**src/rtl/color_det_pkg.sv**
```systemverilog
// Shared definitions for the colour frame detector: verdict codes, RGB332
// field positions and the per-channel limits that define the red and blue
// pixel classes, plus helpers that apply those limits to one pixel.
package color_det_pkg;

  typedef enum logic [2:0] {
    RES_NONE = 3'd0,
    RES_RED  = 3'd1,
    RES_BLUE = 3'd2
  } result_e;

  // RGB332 field positions
  localparam int R_MSB = 7;
  localparam int R_LSB = 5;
  localparam int G_MSB = 4;
  localparam int G_LSB = 2;
  localparam int B_MSB = 1;
  localparam int B_LSB = 0;

  // Red class: strong red, weak green, weak blue
  localparam logic [2:0] RED_R_MIN  = 3'd5;
  localparam logic [2:0] RED_G_MAX  = 3'd2;
  localparam logic [1:0] RED_B_MAX  = 2'd1;

  // Blue class: full blue, weak red, modest green
  localparam logic [1:0] BLUE_B_VAL = 2'd3;
  localparam logic [2:0] BLUE_R_MAX = 3'd2;
  localparam logic [2:0] BLUE_G_MAX = 3'd3;

  function automatic logic px_is_red(input logic [7:0] p);
    return (p[R_MSB:R_LSB] >= RED_R_MIN) &&
           (p[G_MSB:G_LSB] <= RED_G_MAX) &&
           (p[B_MSB:B_LSB] <= RED_B_MAX);
  endfunction

  function automatic logic px_is_blue(input logic [7:0] p);
    return (p[B_MSB:B_LSB] == BLUE_B_VAL) &&
           (p[R_MSB:R_LSB] <= BLUE_R_MAX) &&
           (p[G_MSB:G_LSB] <= BLUE_G_MAX);
  endfunction

endpackage

```
**src/rtl/pixel_classifier.sv**
```systemverilog
// Decodes one pixel into red/blue class flags gated by valid and the ROI,
// and registers them together with the frame-end marker.
// Latency: 1 cycle. No backpressure: accepts a pixel every cycle.
// Ports: i_clk/i_rst (async active-high), i_pixel/i_valid/i_x/i_y pixel
//        beat, i_frame_end marker; o_is_red/o_is_blue/o_fe_d registered.
module pixel_classifier
  import color_det_pkg::*;
#(
  parameter int ROI_X0 = 0,
  parameter int ROI_X1 = 175,
  parameter int ROI_Y0 = 0,
  parameter int ROI_Y1 = 143
) (
  input  logic       i_clk,
  input  logic       i_rst,
  input  logic [7:0] i_pixel,
  input  logic       i_valid,
  input  logic [9:0] i_x,
  input  logic [9:0] i_y,
  input  logic       i_frame_end,
  output logic       o_is_red,
  output logic       o_is_blue,
  output logic       o_fe_d
);

  localparam logic [9:0] X0     = 10'(ROI_X0);
  localparam logic [9:0] Y0     = 10'(ROI_Y0);
  localparam logic [9:0] X_SPAN = 10'(ROI_X1 - ROI_X0);
  localparam logic [9:0] Y_SPAN = 10'(ROI_Y1 - ROI_Y0);

  logic [9:0] w_dx, w_dy;
  logic       w_in_roi, w_red, w_blue;
  logic       r_is_red, r_is_blue, r_fe_d;

  // Window test as one unsigned range check per axis: coordinates below the
  // lower bound wrap to large values and fall outside the span.
  assign w_dx     = i_x - X0;
  assign w_dy     = i_y - Y0;
  assign w_in_roi = (w_dx <= X_SPAN) && (w_dy <= Y_SPAN);

  assign w_red  = i_valid && w_in_roi && px_is_red(i_pixel);
  assign w_blue = i_valid && w_in_roi && px_is_blue(i_pixel);

  always_ff @(posedge i_clk or posedge i_rst) begin
    if (i_rst) begin
      r_is_red  <= 1'b0;
      r_is_blue <= 1'b0;
      r_fe_d    <= 1'b0;
    end else begin
      r_is_red  <= w_red;
      r_is_blue <= w_blue;
      r_fe_d    <= i_frame_end;
    end
  end

  assign o_is_red  = r_is_red;
  assign o_is_blue = r_is_blue;
  assign o_fe_d    = r_fe_d;

endmodule

```
**src/rtl/color_frame_detector.sv**
```systemverilog
// Counts red/blue pixels inside the ROI per frame and issues a debounced
// verdict at each frame end.
// Latency: FRAME_END sampled at edge k -> RESULT/RESULT_VALID at edge k+3.
// No backpressure: pixel stream accepted every cycle, frame ends pipelined.
// Ports: CLK/RESET (async active-high); PIXEL_IN/PIXEL_VALID/PIXEL_X/PIXEL_Y
//        pixel beat; FRAME_END last-cycle pulse; RESULT verdict code,
//        RESULT_VALID per-frame pulse, RED_COUNT/BLUE_COUNT last frame counts.
module color_frame_detector
  import color_det_pkg::*;
#(
  parameter int ROI_X0        = 0,
  parameter int ROI_X1        = 175,
  parameter int ROI_Y0        = 0,
  parameter int ROI_Y1        = 143,
  parameter int RED_THRESH    = 1000,
  parameter int BLUE_THRESH   = 1000,
  parameter int STABLE_FRAMES = 2,
  parameter int COUNT_W       = 15
) (
  input  logic               CLK,
  input  logic               RESET,
  input  logic [7:0]         PIXEL_IN,
  input  logic               PIXEL_VALID,
  input  logic [9:0]         PIXEL_X,
  input  logic [9:0]         PIXEL_Y,
  input  logic               FRAME_END,
  output logic [2:0]         RESULT,
  output logic               RESULT_VALID,
  output logic [COUNT_W-1:0] RED_COUNT,
  output logic [COUNT_W-1:0] BLUE_COUNT
);

  localparam int                 SW         = $clog2(STABLE_FRAMES + 1);
  localparam logic [COUNT_W-1:0] CNT_MAX    = '1;
  localparam logic [SW-1:0]      STABLE_MAX = SW'(STABLE_FRAMES);

  // Stage 1: registered class flags
  logic w_is_red, w_is_blue, w_fe_d;

  pixel_classifier #(
    .ROI_X0 (ROI_X0),
    .ROI_X1 (ROI_X1),
    .ROI_Y0 (ROI_Y0),
    .ROI_Y1 (ROI_Y1)
  ) u_classifier (
    .i_clk       (CLK),
    .i_rst       (RESET),
    .i_pixel     (PIXEL_IN),
    .i_valid     (PIXEL_VALID),
    .i_x         (PIXEL_X),
    .i_y         (PIXEL_Y),
    .i_frame_end (FRAME_END),
    .o_is_red    (w_is_red),
    .o_is_blue   (w_is_blue),
    .o_fe_d      (w_fe_d)
  );

  // Stage 2: accumulators and frame snapshot
  logic [COUNT_W-1:0] r_red_acc, r_blue_acc;
  logic [COUNT_W-1:0] r_red_snap, r_blue_snap;
  logic [COUNT_W-1:0] w_red_sum, w_blue_sum;
  logic               r_snap_vld;

  always_comb begin
    w_red_sum  = (r_red_acc  == CNT_MAX) ? CNT_MAX : r_red_acc  + COUNT_W'(w_is_red);
    w_blue_sum = (r_blue_acc == CNT_MAX) ? CNT_MAX : r_blue_acc + COUNT_W'(w_is_blue);
  end

  // On the frame-end beat the sum (including that beat's pixel) goes to the
  // snapshot and the accumulators restart at zero, so the very next pixel
  // already belongs to the new frame.
  always_ff @(posedge CLK or posedge RESET) begin
    if (RESET) begin
      r_red_acc   <= '0;
      r_blue_acc  <= '0;
      r_red_snap  <= '0;
      r_blue_snap <= '0;
      r_snap_vld  <= 1'b0;
    end else begin
      r_snap_vld <= w_fe_d;
      if (w_fe_d) begin
        r_red_snap  <= w_red_sum;
        r_blue_snap <= w_blue_sum;
        r_red_acc   <= '0;
        r_blue_acc  <= '0;
      end else begin
        r_red_acc  <= w_red_sum;
        r_blue_acc <= w_blue_sum;
      end
    end
  end

  // EVAL: per-frame verdict; ties and sub-threshold counts give none
  result_e            w_verdict, r_verdict;
  logic               r_eval_vld;
  logic [COUNT_W-1:0] r_red_count, r_blue_count;

  always_comb begin
    w_verdict = RES_NONE;
    if ((32'(r_red_snap) >= 32'(RED_THRESH)) && (r_red_snap > r_blue_snap))
      w_verdict = RES_RED;
    else if ((32'(r_blue_snap) >= 32'(BLUE_THRESH)) && (r_blue_snap > r_red_snap))
      w_verdict = RES_BLUE;
  end

  always_ff @(posedge CLK or posedge RESET) begin
    if (RESET) begin
      r_verdict    <= RES_NONE;
      r_eval_vld   <= 1'b0;
      r_red_count  <= '0;
      r_blue_count <= '0;
    end else begin
      r_eval_vld <= r_snap_vld;
      if (r_snap_vld) begin
        r_verdict    <= w_verdict;
        r_red_count  <= r_red_snap;
        r_blue_count <= r_blue_snap;
      end
    end
  end

  // FILTER: RESULT only moves once the same verdict has been seen on
  // STABLE_FRAMES consecutive frames.
  result_e       r_cand, w_cand_next, r_result;
  logic [SW-1:0] r_stable, w_stable_next;
  logic          r_result_vld;

  always_comb begin
    w_cand_next   = r_cand;
    w_stable_next = r_stable;
    if (r_verdict == r_cand) begin
      if (r_stable < STABLE_MAX)
        w_stable_next = r_stable + SW'(1);
    end else begin
      w_cand_next   = r_verdict;
      w_stable_next = SW'(1);
    end
  end

  always_ff @(posedge CLK or posedge RESET) begin
    if (RESET) begin
      r_cand       <= RES_NONE;
      r_stable     <= '0;
      r_result     <= RES_NONE;
      r_result_vld <= 1'b0;
    end else begin
      r_result_vld <= r_eval_vld;
      if (r_eval_vld) begin
        r_cand   <= w_cand_next;
        r_stable <= w_stable_next;
        if (w_stable_next >= STABLE_MAX)
          r_result <= w_cand_next;
      end
    end
  end

  assign RESULT       = r_result;
  assign RESULT_VALID = r_result_vld;
  assign RED_COUNT    = r_red_count;
  assign BLUE_COUNT   = r_blue_count;

endmodule

```
**config.mk**
```make
export PLATFORM = sky130hd
export DESIGN_NAME = color_frame_detector
export DESIGN_NICKNAME = d
export VERILOG_FILES = /design/src/rtl/color_det_pkg.sv /design/src/rtl/pixel_classifier.sv /design/src/rtl/color_frame_detector.sv
export SDC_FILE = /design/constraint.sdc
export NUM_CORES = 1
export LEC_CHECK = 0
export CAP_MARGIN = 15
export CORE_MARGIN = 4
export CORE_UTILIZATION = 59
export CTS_CLUSTER_SIZE = 16
export DETAILED_ROUTE_END_ITERATION = 8
export GPL_ROUTABILITY_DRIVEN = 0
export PLACE_DENSITY = 0.85
export SLEW_MARGIN = 20
export SYNTH_ARGS = -nofsm -noshare
export SYNTH_HDL_FRONTEND = slang
export SYNTH_SLANG_ARGS = --single-unit
```
**constraint.sdc**
```tcl
create_clock -name CLK -period 9 [get_ports CLK]
set_input_delay 0.9 -clock CLK [delete_from_list [all_inputs] [get_ports CLK]]
set_output_delay 0.9 -clock CLK [all_outputs]
set_load 0.005 [all_outputs]
```
# After elaboration in Yosys (flattened, before gate mapping)
# Cells that the tools add are included.
[totals] out_inout_bits=34 reg_bits=107 word_cells=56
[op_classes] n_mux=9 reduce_logical=11 eq_ne=4 n_addsub=3 order_cmp=13
[ops] op="15-bit 2-to-1 mux" n=4
[ops] op="15-bit by 1-bit adder with 15-bit output" n=2
[ops] op="15-bit equality test, second input constant" n=2
[ops] op="15-bit by 10-bit >= comparator with 1-bit output, second input constant" n=2
[ops] op="15-bit > comparator" n=2
[ops] op="10-bit by 8-bit <= comparator with 1-bit output, second input constant" n=2
[ops] op="1-bit logical AND" n=10
[ops] op="3-bit by 2-bit <= comparator with 1-bit output, second input constant" n=3
[ops] op="2-bit 2-to-1 mux" n=4
[ops] op="3-bit equality test" n=1
[ops] op="3-bit >= comparator, second input constant" n=1
[ops] op="3-bit 2-to-1 mux" n=1
[ops] op="2-bit by 1-bit adder with 2-bit output, second input constant" n=1
[ops] op="2-bit equality test, second input constant" n=1
[ops] op="2-bit >= comparator, second input constant" n=1
[ops] op="2-bit by 1-bit <= comparator with 1-bit output, second input constant" n=1
[ops] op="2-bit < comparator, second input constant" n=1
[ops] op="2-bit AND reduction" n=1

# Longest topological paths before layout
# Gate-level depths: netlist of the first run.
[depth] depth_word=5 mapped_depth=7 mapped_depth_nobuf=6

# Cells and area by module
# Synthesis of the first run repeated with hierarchy kept, for this count alone.
[unflattened] cells_unflattened=437 hier_area_um2=4869.7
[modules_own_cells] module="color_frame_detector" area_each_um2=4713.3 seq_area_each_um2=2577.5 cells_per_inst=421 instances=1
[modules_own_cells] module="pixel_classifier" area_each_um2=156.4 seq_area_each_um2=75.1 cells_per_inst=16 instances=1

# Worst setup path after synthesis of the first run
# Ideal clock, no wire load.
[synth_path] kind="input to register" start="input PIXEL_Y[9]" end="register u_classifier.r_is_blue (netlist: u_classifier.o_is_blue)" setup_time_ns=0.125 stages=3 arrival_time_ns=1.636 slack_ns=7.239 cell_sequence="nor4b_1 > o2111ai_1 > a2111oi_0"
[synth_via] elab_chain_cells=4
[synth_lines] element="start: declaration" line="color_frame_detector.sv:25" rtl="input logic [9:0] PIXEL_Y,"
[synth_lines] element="10-bit by 8-bit <= comparator with 1-bit output" line="pixel_classifier.sv:39" rtl="assign w_in_roi = (w_dx <= X_SPAN) && (w_dy <= Y_SPAN);"
[synth_lines] element="1-bit logical AND" line="pixel_classifier.sv:39"
[synth_lines] element="1-bit logical AND (2 in a row)" line="pixel_classifier.sv:42" rtl="assign w_blue = i_valid && w_in_roi && px_is_blue(i_pixel);"
[synth_lines] element="named net u_classifier.w_blue" line="pixel_classifier.sv:32" rtl="logic w_in_roi, w_red, w_blue;"
[synth_lines] element="end signal: assignment" line="pixel_classifier.sv:51" rtl="r_is_blue <= w_blue;"
[synth_lines] element="end: declaration" line="pixel_classifier.sv:33" rtl="logic r_is_red, r_is_blue, r_fe_d;"
# The timed path passes the listed nets, and every way through them passes these cells.
# A chain may end at the register's enable or synchronous reset.

==> results by group, run 1 <==
Outcome
  • Status: finished clean

Synth
  • Yosys cell types: 55
  • Synth Warn #: 0
  • Compound-Gate Fraction of Synth Area: 11.42%
  • Synth Area in Adders: 5.009%
  • Post-synthesis mux area share: 8.866%
  • Ys flop type: dfrtp_1
  • Net count after synthesis: 497
  • Yosys reg bits: 106
  • Post-synthesis xor/xnor area fraction: 2.805%
  • Syn avg cell area: 11.23 um2
  • Largest family of logic cells by synthesized area: simple AND/OR/NAND/NOR gates
  • Post-synth EDFFs: 0
  • Syn Inst Count: 445
  • Post-synthesis async set-or-reset flop share: 100.0%
  • Mapped Area: 0.004996 mm2
  • Post-synthesis sequential area ratio: 53.09%
  • Synth Area in Simple Gates: 15.05%

Pwr
  • Static leakage: 2.648 nW
  • Logic gate share of total power: 13.6%
  • Internal power: 680.5 uW
  • Peak VDD IR: 0.00007551 V
  • Clock share of power: 29.2%
  • Power Density: 159.3 mW/mm2
  • Switching pwr: 244.6 uW
  • Sequential Power Share: 57.2%
  • Switching Fraction: 26.45%

Clock tree
  • Post_cts resized: 0
  • Post-CTS setup buffer count: 0
  • Clock-pin slew on the worst setup and hold paths: 0.10 ns
  • CTS tree: done
  • Htree depth: 3
  • CTS buffer count: 9
  • Clock latency on the worst-skew pair: 0.36 ns
  • CTS hold repair buffers: 0
  • Clock sink total: 106
  • Clk buf depth: 2
  • CTS Root Cell: clkbuf_8

Timing
  • Slew @ Worst Pin: 0.8336 ns
  • Final hold slack: 0.5151 ns
  • Crit share post-route: 24.05%
  • Max Freq: 462.0 MHz
  • Tmin final: 2.165 ns
  • Final setup viols: 0
  • Clock Skew: 0.009159 ns
  • Setup TNS: 0 ns
  • Fin. Hold Viols: 0
  • Slew margin rel.: 44.43%
  • Max Transition Viols Final: 0
  • RSZ-0062 raised after global routing: no

Final layout
  • Fraction of layout cells with a size suffix above 1: 14.54%
  • # fillers: 598
  • Syn-to-layout area delta: 16.23%
  • # diodes: 0
  • Final #Nets: 549
  • Post-route cell area: 0.005807 mm2

Setup path
  • WS Path Type: in2async
  • Cell depth of the worst flop-to-flop path: 5
  • Endpoint class of the critical path: async pin
  • CP Launch Type: input pin
  • WP data required: 9.35 ns
  • Reg2reg start: r_snap_vld
  • Reg-to-reg setup timing slack: 6.95 ns
  • Slowest CP cell: buf_4
  • Crit path largest cell delay: 0.73 ns
  • Critical R2R Capture: r_verdict[1]
  • CP cell instances: clkdlybuf4s50_1 > inv_4 > buf_4
  • Worst EP arrival: 2.51 ns
  • Worst Path Max Fanout: 65

Detailed routing
  • Vias: 3,601
  • Avg Vias per Cell: 5.932
  • DRC violations left: 0
  • Routed wire length: 10.18 mm
  • Final ANT Viol Nets: 0
  • Wire length per cell: 16.77 um
  • DRT iter0 DRCs: 210
  • Initial DRT Pass Iterations: 4

Min path
  • Hold Crit Class: reg2reg
  • Hold path start: BLUE_COUNT[1]
  • Hold Path Stages: 1
  • Worst hold path endpoint: BLUE_COUNT[1]

GRT
  • Initial antenna violation count: 0
  • Total GRT Usage: 21.77%
  • Global-route wire length before repair: 17.17 mm
  • GR Overflow Total: 0
  • Vias in the first global route: 3,642
  • Largest net degree at the start of global routing: 82

Floorplan
  • Top Ports: 66
  • Initial core utilization: 60.80%
  • Die area: 0.01000 mm2
  • Core Region: 0.008217 mm2
  • Cell Rows: 33
  • Die W: 100.0 um
  • Die Y: 100.0 um

Placed design
  • Placed cell area: 0.005630 mm2
  • PortBufs: 57
  • HPWL Detailed: 7.323 mm

Flow run
  • Maxcap violations: 0
power groups by stage:
stage	Sequential, mW	Combinational [mW]	Clock, mW
2_1_floorplan	0.533	0.0667	0
3_3_place_gp	0.537	0.121	0
3_5_place_dp	0.539	0.128	0
4_1_cts	0.530	0.128	0.273
5_1_grt	0.534	0.140	0.292
6_report	0.529	0.126	0.270
area by class of cell:
cell class / instances / area, um2 / share of cell area [%]
Sequential cell: 106 / 2654 / 45.70
Multi-Input combinational cell: 295 / 2156 / 37.13
Timing Repair Buffer: 60 / 593.1 / 10.21
Tap cell: 105 / 131.4 / 2.262
Clock buffer: 9 / 123.9 / 2.133
Inverter: 25 / 96.34 / 1.659
Clock inverter: 7 / 52.55 / 0.9050
sequential cells by signal, summed over array words and instances (netlist names), 2 cells and up:
name         count
BLUE_COUNT      15
r_verdict        2
RESULT           3
r_red_acc       15
r_blue_snap     15
r_blue_acc      15
r_stable         2
r_red_snap      15
RED_COUNT       15
r_cand           3
metal layers:
layer | routed length (um) | GRT usage [%] | vias up | share of wire, %
met2 | 4845 | 36.22 | 115 | 48
met4 | 196 | 7.772 | 0 | 1.9
li1 | - | - | 1704 | -
met1 | 4527 | 28.21 | 1764 | 44
met5 | 0 | 0 | - | 0
met3 | 609 | 4.934 | 18 | 6.0
placed cells by master, fill, tap and decap left out, types with 11 or more instances in the layout:
| cell | synthesis | routed |
|---|---|---|
| nand3_1 | 11 | 11 |
| clkdlybuf4s50_1 | 0 | 57 |
| inv_1 | 25 | 24 |
| dfrtp_1 | 106 | 105 |
| mux2_2 | 34 | 34 |
| a21oi_1 | 42 | 42 |
| nor2_1 | 50 | 50 |
| nand2_1 | 17 | 17 |
| a31oi_1 | 14 | 14 |
| ha_1 | 20 | 20 |
critical path: cells and delay by family:
family   cells  cell delay, ns
buf+inv      3            1.56
per-stage QoR:
stage | worst slack (ns) | total power [mW] | cells | utilization, %
global placement | 6.364 | 0.6575 | 591 | 68.52
finish | 6.835 | 0.9251 | 607 | 70.67
floorplan | 5.311 | 0.5998 | 445 | -
global route | 6.596 | 0.9663 | 607 | 70.67
CTS | 6.744 | 0.9311 | 607 | 70.67
detailed placement | 6.332 | 0.6671 | 591 | 68.52
how the worst max path moves through the flow:
| stage | slack, ns | cells after the start | startpoint | end |
|---|---|---|---|---|
| after floorplan | 5.31 | 1 | RESET | BLUE_COUNT[0] |
| after global placement | 6.36 | 3 | RESET | u_classifier.o_fe_d |
| after detailed placement | 6.33 | 3 | RESET | u_classifier.o_fe_d |
| after CTS | 6.74 | 3 | RESET | u_classifier.o_fe_d |
| after global routing | 6.60 | 3 | RESET | u_classifier.o_fe_d |
| final | 6.84 | 3 | RESET | u_classifier.o_fe_d |
Yosys cell counts, types with 4 or more instances:
library cell,count,area [um2]
xor2_1,9,78.83
inv_1,25,93.84
mux2_2,34,382.9
clkbuf_1,10,37.54
o21ai_1,4,20.02
xnor2_1,7,61.31
o21ai_0,7,35.03
ha_1,20,250.2
and3_1,4,25.02
nand4_1,7,43.79
nand2_1,17,63.81
a21oi_1,42,210.2
mux2i_1,6,60.06
a31oi_1,14,87.58
nor2b_1,4,25.02
dfrtp_1,106,2653
nand3_1,11,55.05
nor4_1,6,37.54
nor2_1,50,187.7
nor3_1,4,20.02
cells by family (layout without fill, tap and decap cells):
family          Yosys count  after routing
simple gates            128            128
fa+ha+maj                20             20
xor+xnor                 16             16
flops                   106            106
mux                      40             40
compound gates           91             91
buf+inv                  44            101
No activity file was read; power rests on OpenSTA's default activity.
==> run 2, diff against run 1 <==
- CORE_UTILIZATION: 59 -> 50
- PLACE_DENSITY: 0.85 -> 0.76
- clock period: 9 -> 1.7 ns (I/O delays scaled with it)
==> run 2 against run 1 <==
  * Register-to-register slack worse by 6.9 ns
  * Clock-buffer cell count stayed put
  * Wire length rose by 11%
  * Sequential cell count unchanged
  * Utilization decreased by 5.1 points
  * Via count increased by 5.4%
  * Sequential power rose to 5.3 times the previous value
  * Non-clock buffer count grew 46
  * First-iteration DRC count down 4.3%
  * Combinational power grew to 6.1 times the previous value
  * Cell count is 12% higher
  * Worst setup slack worse by 6.8 ns
  * Largest cell class unchanged
  * Highest routed layer unchanged
==> results by group, run 2 (same netlist as run 1, synthesis figures left out) <==
Detailed routing
  • Wire length per cell: 16.52 um (-1.5%)
  • Vias: 3,796 (+5.4%)
  • Final ANT Viol Nets: 0 (unchanged)
  • DRT iter0 DRCs: 201 (-4.3%)
  • Avg Vias per Cell: 5.574 (-6.0%)
  • Routed wire length: 11.25 mm (+11%)
  • DRC violations left: 0 (unchanged)
  • Initial DRT Pass Iterations: 4 (unchanged)

Timing
  • Final setup viols: 0 (unchanged)
  • Max Transition Viols Final: 0 (unchanged)
  • Setup TNS: 0 ns (unchanged)
  • Fin. Hold Viols: 0 (unchanged)
  • Slew @ Worst Pin: 0.4752 ns (-0.3584 ns)
  • Slew margin rel.: 67.50% (+23 points)
  • RSZ-0062 raised after global routing: yes
  • Max Freq: 597.4 MHz
  • Crit share post-route: 98.46%
  • Tmin final: 1.674 ns
  • Clock Skew: 0.009022 ns (-0.0001365 ns)

Setup path
  • CP Launch Type: flop
  • Delay-heaviest family, CP: compound AO/OA/AOI/OAI gates
  • Crit path largest cell delay: 0.41 ns (-0.32 ns)
  • Endpoint class of the critical path: flop
  • CP cell instances: inv_1 > ha_1 > nand3b_1 > a21oi_1 > o2111ai_2 > a32o_1
  • WS Path Type: reg2reg
  • Worst Path Max Fanout: 3 (-95%)
  • Slowest CP cell: dfrtp_1
  • Worst EP arrival: 1.95 ns (-0.56 ns)
  • WP data required: 1.97 ns (-7.38 ns)
  • WP buf/inv: 1 (-2)

Final layout
  • Area of the multi-input gates: 0.002326 mm2 (+7.9%)
  • # diodes: 0 (unchanged)
  • Most frequent cells in the layout: dfrtp_1, clkdlybuf4s50_1, nor2_1
  • Fin cells: 681 (+12%)
  • Final #Nets: 595 (+8.4%)
  • Commonest non-fill, non-tap cell in the layout: dfrtp_1
  • Syn-to-layout area delta: 28.22%
  • Fraction of layout cells with a size suffix above 1: 26.46% (+12 points)
  • Reg area: 0.002655 mm2 (about the same)
  • # fillers: 735 (+23%)

GRT
  • GR Overflow Total: 0 (unchanged)
  • Largest net degree at the start of global routing: 81 (-1.2%)
  • Initial antenna violation count: 0 (unchanged)
  • Vias in the first global route: 3,825 (+5.0%)
  • Total GRT Usage: 19.80% (-2.0 points)
  • Global-route wire length before repair: 18.15 mm (+5.7%)

Clock tree
  • CTS hold repair buffers: 0 (unchanged)
  • CTS tree: done
  • Clock sink total: 106 (unchanged)
  • Clock latency on the worst-skew pair: 0.37 ns (about the same)
  • Clock-pin slew on the worst setup and hold paths: 0.10 ns (about the same)
  • CTS Root Cell: clkbuf_8
  • Htree depth: 3 (unchanged)
  • Clk buf depth: 2 (unchanged)
  • CTS buffer count: 9 (unchanged)

Placed design
  • PortBufs: 57 (unchanged)
  • HPWL Detailed: 7.914 mm (+8.1%)
  • Placed cells: 657 (+11%)

Pwr
  • Static leakage: 2.928 nW (+11%)
  • Peak VDD IR: 0.0003797 V (+400%)
  • Power Density: 786.1 mW/mm2 (+390%)
  • Pwr Total: 5.036 mW (+440%)

Floorplan
  • Core Region: 0.009774 mm2 (+19%)
  • Cell Rows: 36 (+9.1%)
  • Initial core utilization: 51.11% (-9.7 points)
  • Top Ports: 66 (unchanged)
  • Die W: 108.0 um (+7.9%)
  • Die Y: 108.0 um (+7.9%)
  • Die area: 0.01166 mm2 (+17%)

Flow run
  • Maxcap violations: 0 (unchanged)

Outcome
  • Status: finished clean

Min path
  • Hold Crit Class: in2reg
run 2: stage by stage:
step                      area [um2]  hold WS, ns  utilization (%)  worst slack, ns
after detailed placement        5989       0.4850            61.28          -0.1559
after global routing            6406       0.2061            65.54         -0.03333
final                           6406       0.2279            65.54          0.02617
after floorplan                 5000       0.2014                -          0.05094
after CTS                       6197       0.2140            63.40        -0.004675
after global placement          5989       0.4835            61.28          -0.1069
run 2: power by group:
part,switching [mW],leakage (nW),internal (mW)
Combinational,0.335,1.45,0.439
Clock,0.928,0.0884,0.559
Sequential,0.0947,1.39,2.68
run 2: layout make-up:
cell class / instances / area share, %
Sequential cell: 106 / 41.45
Timing Repair Buffer: 106 / 15.23
Tap cell: 133 / 2.598
Multi-Input combinational cell: 295 / 36.31
Clock buffer: 9 / 1.934
Clock inverter: 7 / 0.9570
Inverter: 25 / 1.523
run 2: worst paths after layout:
path	start	end	slack [ns]	depth (start not counted)
setup / recovery	r_red_snap[2]	r_verdict[0]	0.03	6
hold / removal	FRAME_END	u_classifier.o_fe_d	0.23	1
setup reg to reg	r_red_snap[2]	r_verdict[0]	0.03	6
hold reg to reg	RESULT[2]	RESULT[2]	0.51	1
max in group asynchronous	RESET	r_red_acc[11]	1.20	3
min in group asynchronous	RESET	BLUE_COUNT[11]	0.25	3
run 2: repair_timing:
action,in CTS,in global routing
setup buffers,0,8
resized for setup,6,28
pin swaps,1,6
setup endpoints to repair,8,32
run 2: metal layers:
metal / vias to the layer above / GRT usage (%) / wire length (um)
met3: 17 / 3.642 / 579
met5: - / 0 / 0
li1: 1807 / - / -
met1: 1875 / 24.76 / 4807
met4: 0 / 7.124 / 226
met2: 97 / 34.41 / 5639
==> run 3, diff against run 2 <==
- SKIP_CTS_REPAIR_TIMING: not set -> 1
==> run 3 against run 2 <==
  * Register-to-register slack about the same
  * Clock-buffer cell count is the same
  * Sequential power is essentially flat
  * Fmax is 0.60% lower
  * Sequential share of layout area is 0.058 points lower
  * Via count fell by 0.24%
  * Cell count is 0.29% higher
  * Clock skew barely moved
  * Critical path type unchanged
  * Critical endpoint is now r_red_snap[12]
  * Largest power group unchanged
  * Highest routed layer unchanged
==> results by group, run 3 (same netlist as run 1, synthesis figures left out) <==
Outcome
  • Status: finished clean

Timing
  • Max Transition Viols Final: 0 (unchanged)
  • Final hold slack: 0.2286 ns (+0.0007640 ns)
  • Fin. Hold Viols: 0 (unchanged)
  • Slew margin rel.: 67.50% (unchanged)
  • Setup ws final: 0.01602 ns (-0.01015 ns)
  • Crit share post-route: 99.06% (+0.60 points)
  • RSZ-0062 raised after global routing: yes
  • Slew @ Worst Pin: 0.4752 ns (unchanged)
  • Clock Skew: 0.009241 ns (+0.0002191 ns)
  • Tmin final: 1.684 ns (+0.01015 ns)
  • Max Freq: 593.8 MHz (-0.60%)
  • Final setup viols: 0 (unchanged)

GRT
  • Total GRT Usage: 19.72% (-0.077 points)
  • Global-route wire length before repair: 18.08 mm (-0.38%)
  • Vias in the first global route: 3,813 (-0.31%)
  • Largest net degree at the start of global routing: 81 (unchanged)
  • GR Overflow Total: 0 (unchanged)
  • Initial antenna violation count: 0 (unchanged)

Final layout
  • # fillers: 740 (+0.68%)
  • Fin cells: 683 (+0.29%)
  • Final #Nets: 597 (+0.34%)
  • Commonest non-fill, non-tap cell in the layout: dfrtp_1
  • Syn-to-layout area delta: 28.52%
  • Most frequent cells in the layout: dfrtp_1, clkdlybuf4s50_1, nor2_1
  • # diodes: 0 (unchanged)
  • Fraction of layout cells with a size suffix above 1: 26.91% (+0.45 points)
  • Post-route cell area: 0.006421 mm2 (+0.23%)

Clock tree
  • Htree depth: 3 (unchanged)
  • Clock latency on the worst-skew pair: 0.38 ns (about the same)
  • Clk buf depth: 2 (unchanged)
  • Clock-pin slew on the worst setup and hold paths: 0.10 ns (about the same)
  • Clock sink total: 106 (unchanged)
  • CTS Root Cell: clkbuf_8
  • CTS tree: done
  • CTS buffer count: 9 (unchanged)

Pwr
  • Switching pwr: 1.355 mW (-0.18%)
  • Sequential Power Share: 55.1% (about the same)
  • Power Density: 783.9 mW/mm2 (-0.29%)
  • Peak VDD IR: 0.0003765 V (-0.86%)
  • Static leakage: 2.918 nW (-0.36%)
  • Pwr Total: 5.034 mW (about the same)
  • Internal power: 3.679 mW (about the same)
  • Logic gate share of total power: 15.4% (about the same)
  • Switching Fraction: 26.92% (-0.034 points)
  • Clock share of power: 29.5% (about the same)

Setup path
  • Worst Path Max Fanout: 3 (unchanged)
  • WP data required: 1.95 ns (-0.02 ns)
  • Worst EP arrival: 1.94 ns (about the same)
  • CP Launch Type: flop
  • WS Path Type: reg2reg
  • Endpoint class of the critical path: flop

Detailed routing
  • Avg Vias per Cell: 5.545 (-0.53%)
  • Initial DRT Pass Iterations: 4 (unchanged)
  • DRC violations left: 0 (unchanged)
  • Wire length per cell: 16.45 um (-0.44%)
  • Final ANT Viol Nets: 0 (unchanged)
  • DRT iter0 DRCs: 215 (+7.0%)
  • Routed wire length: 11.24 mm (-0.15%)
  • Vias: 3,787 (-0.24%)

Placed design
  • Placed cells: 657 (unchanged)
  • PortBufs: 57 (unchanged)
  • HPWL Detailed: 7.914 mm (unchanged)
  • Placement Setup Slack: -0.1559 ns (unchanged)
  • Placed cell area: 0.005989 mm2 (unchanged)

Floorplan
  • Cell Rows: 36 (unchanged)
  • Core Region: 0.009774 mm2 (unchanged)
  • Initial core utilization: 51.11% (unchanged)
  • Die area: 0.01166 mm2 (unchanged)
  • Top Ports: 66 (unchanged)
  • Die Y: 108.0 um (unchanged)
  • Die W: 108.0 um (unchanged)

Min path
  • Hold Crit Class: in2reg

Flow run
  • Maxcap violations: 0 (unchanged)
-- run 3: path summary, 6_finish.rpt --
path | endpoint | startpoint | cells after the start | slack, ns
min in group asynchronous | r_red_snap[8] | RESET | 3 | 0.25
worst min register to register | RESULT[2] | RESULT[2] | 1 | 0.51
worst min-delay path | u_classifier.o_fe_d | FRAME_END | 1 | 0.23
worst max-delay path | r_red_snap[12] | r_red_acc[0] | 6 | 0.02
max in group asynchronous | r_red_acc[1] | RESET | 3 | 1.21
worst max register to register | r_red_snap[12] | r_red_acc[0] | 6 | 0.02
-- run 3: layout make-up --
type / instances / area, um2 / share of cell area [%]
Sequential cell: 106 / 2658 / 41.39
Multi-Input combinational cell: 295 / 2323 / 36.18
Timing Repair Buffer: 108 / 991.0 / 15.43
Tap cell: 133 / 166.4 / 2.592
Clock buffer: 9 / 123.9 / 1.929
Inverter: 25 / 97.59 / 1.520
Clock inverter: 7 / 61.31 / 0.9548
-- run 3: power groups by stage --
stage / Sequential [mW] / Clock, mW / Combinational (mW)
floorplan: 2.82 / 0 / 0.354
global placement: 2.82 / 0 / 0.734
detailed placement: 2.83 / 0 / 0.766
CTS: 2.78 / 1.51 / 0.767
global route: 2.80 / 1.62 / 0.855
finish: 2.78 / 1.48 / 0.774
-- run 3: metal layers --
metal  track usage (%)  vias to the layer above  part of all wire [%]  wire length [um]
met2             34.19                      100                    50              5633
met3             3.642                       18                   5.3               598
met1             24.73                     1870                    42              4766
met4             7.124                        0                   2.1               235
met5                 0                        -                     0                 0
li1                  -                     1799                     -                 -
-- run 3: worst max-delay path, cell delays in order (launching register included) --
cell and delay [ns]:
dfrtp_1 0.37, ha_2 0.22, ha_4 0.16, nand3_4 0.10, nor4_4 0.29, mux2i_2 0.32, mux2i_1 0.11
-- run 3: per-stage QoR --
step | utilization [%] | setup TNS [ns]
floorplan | - | 0
global placement | 61.28 | -0.1103
detailed placement | 61.28 | -0.3743
CTS | 63.17 | -0.3890
global route | 65.69 | -0.2025
finish | 65.69 | 0
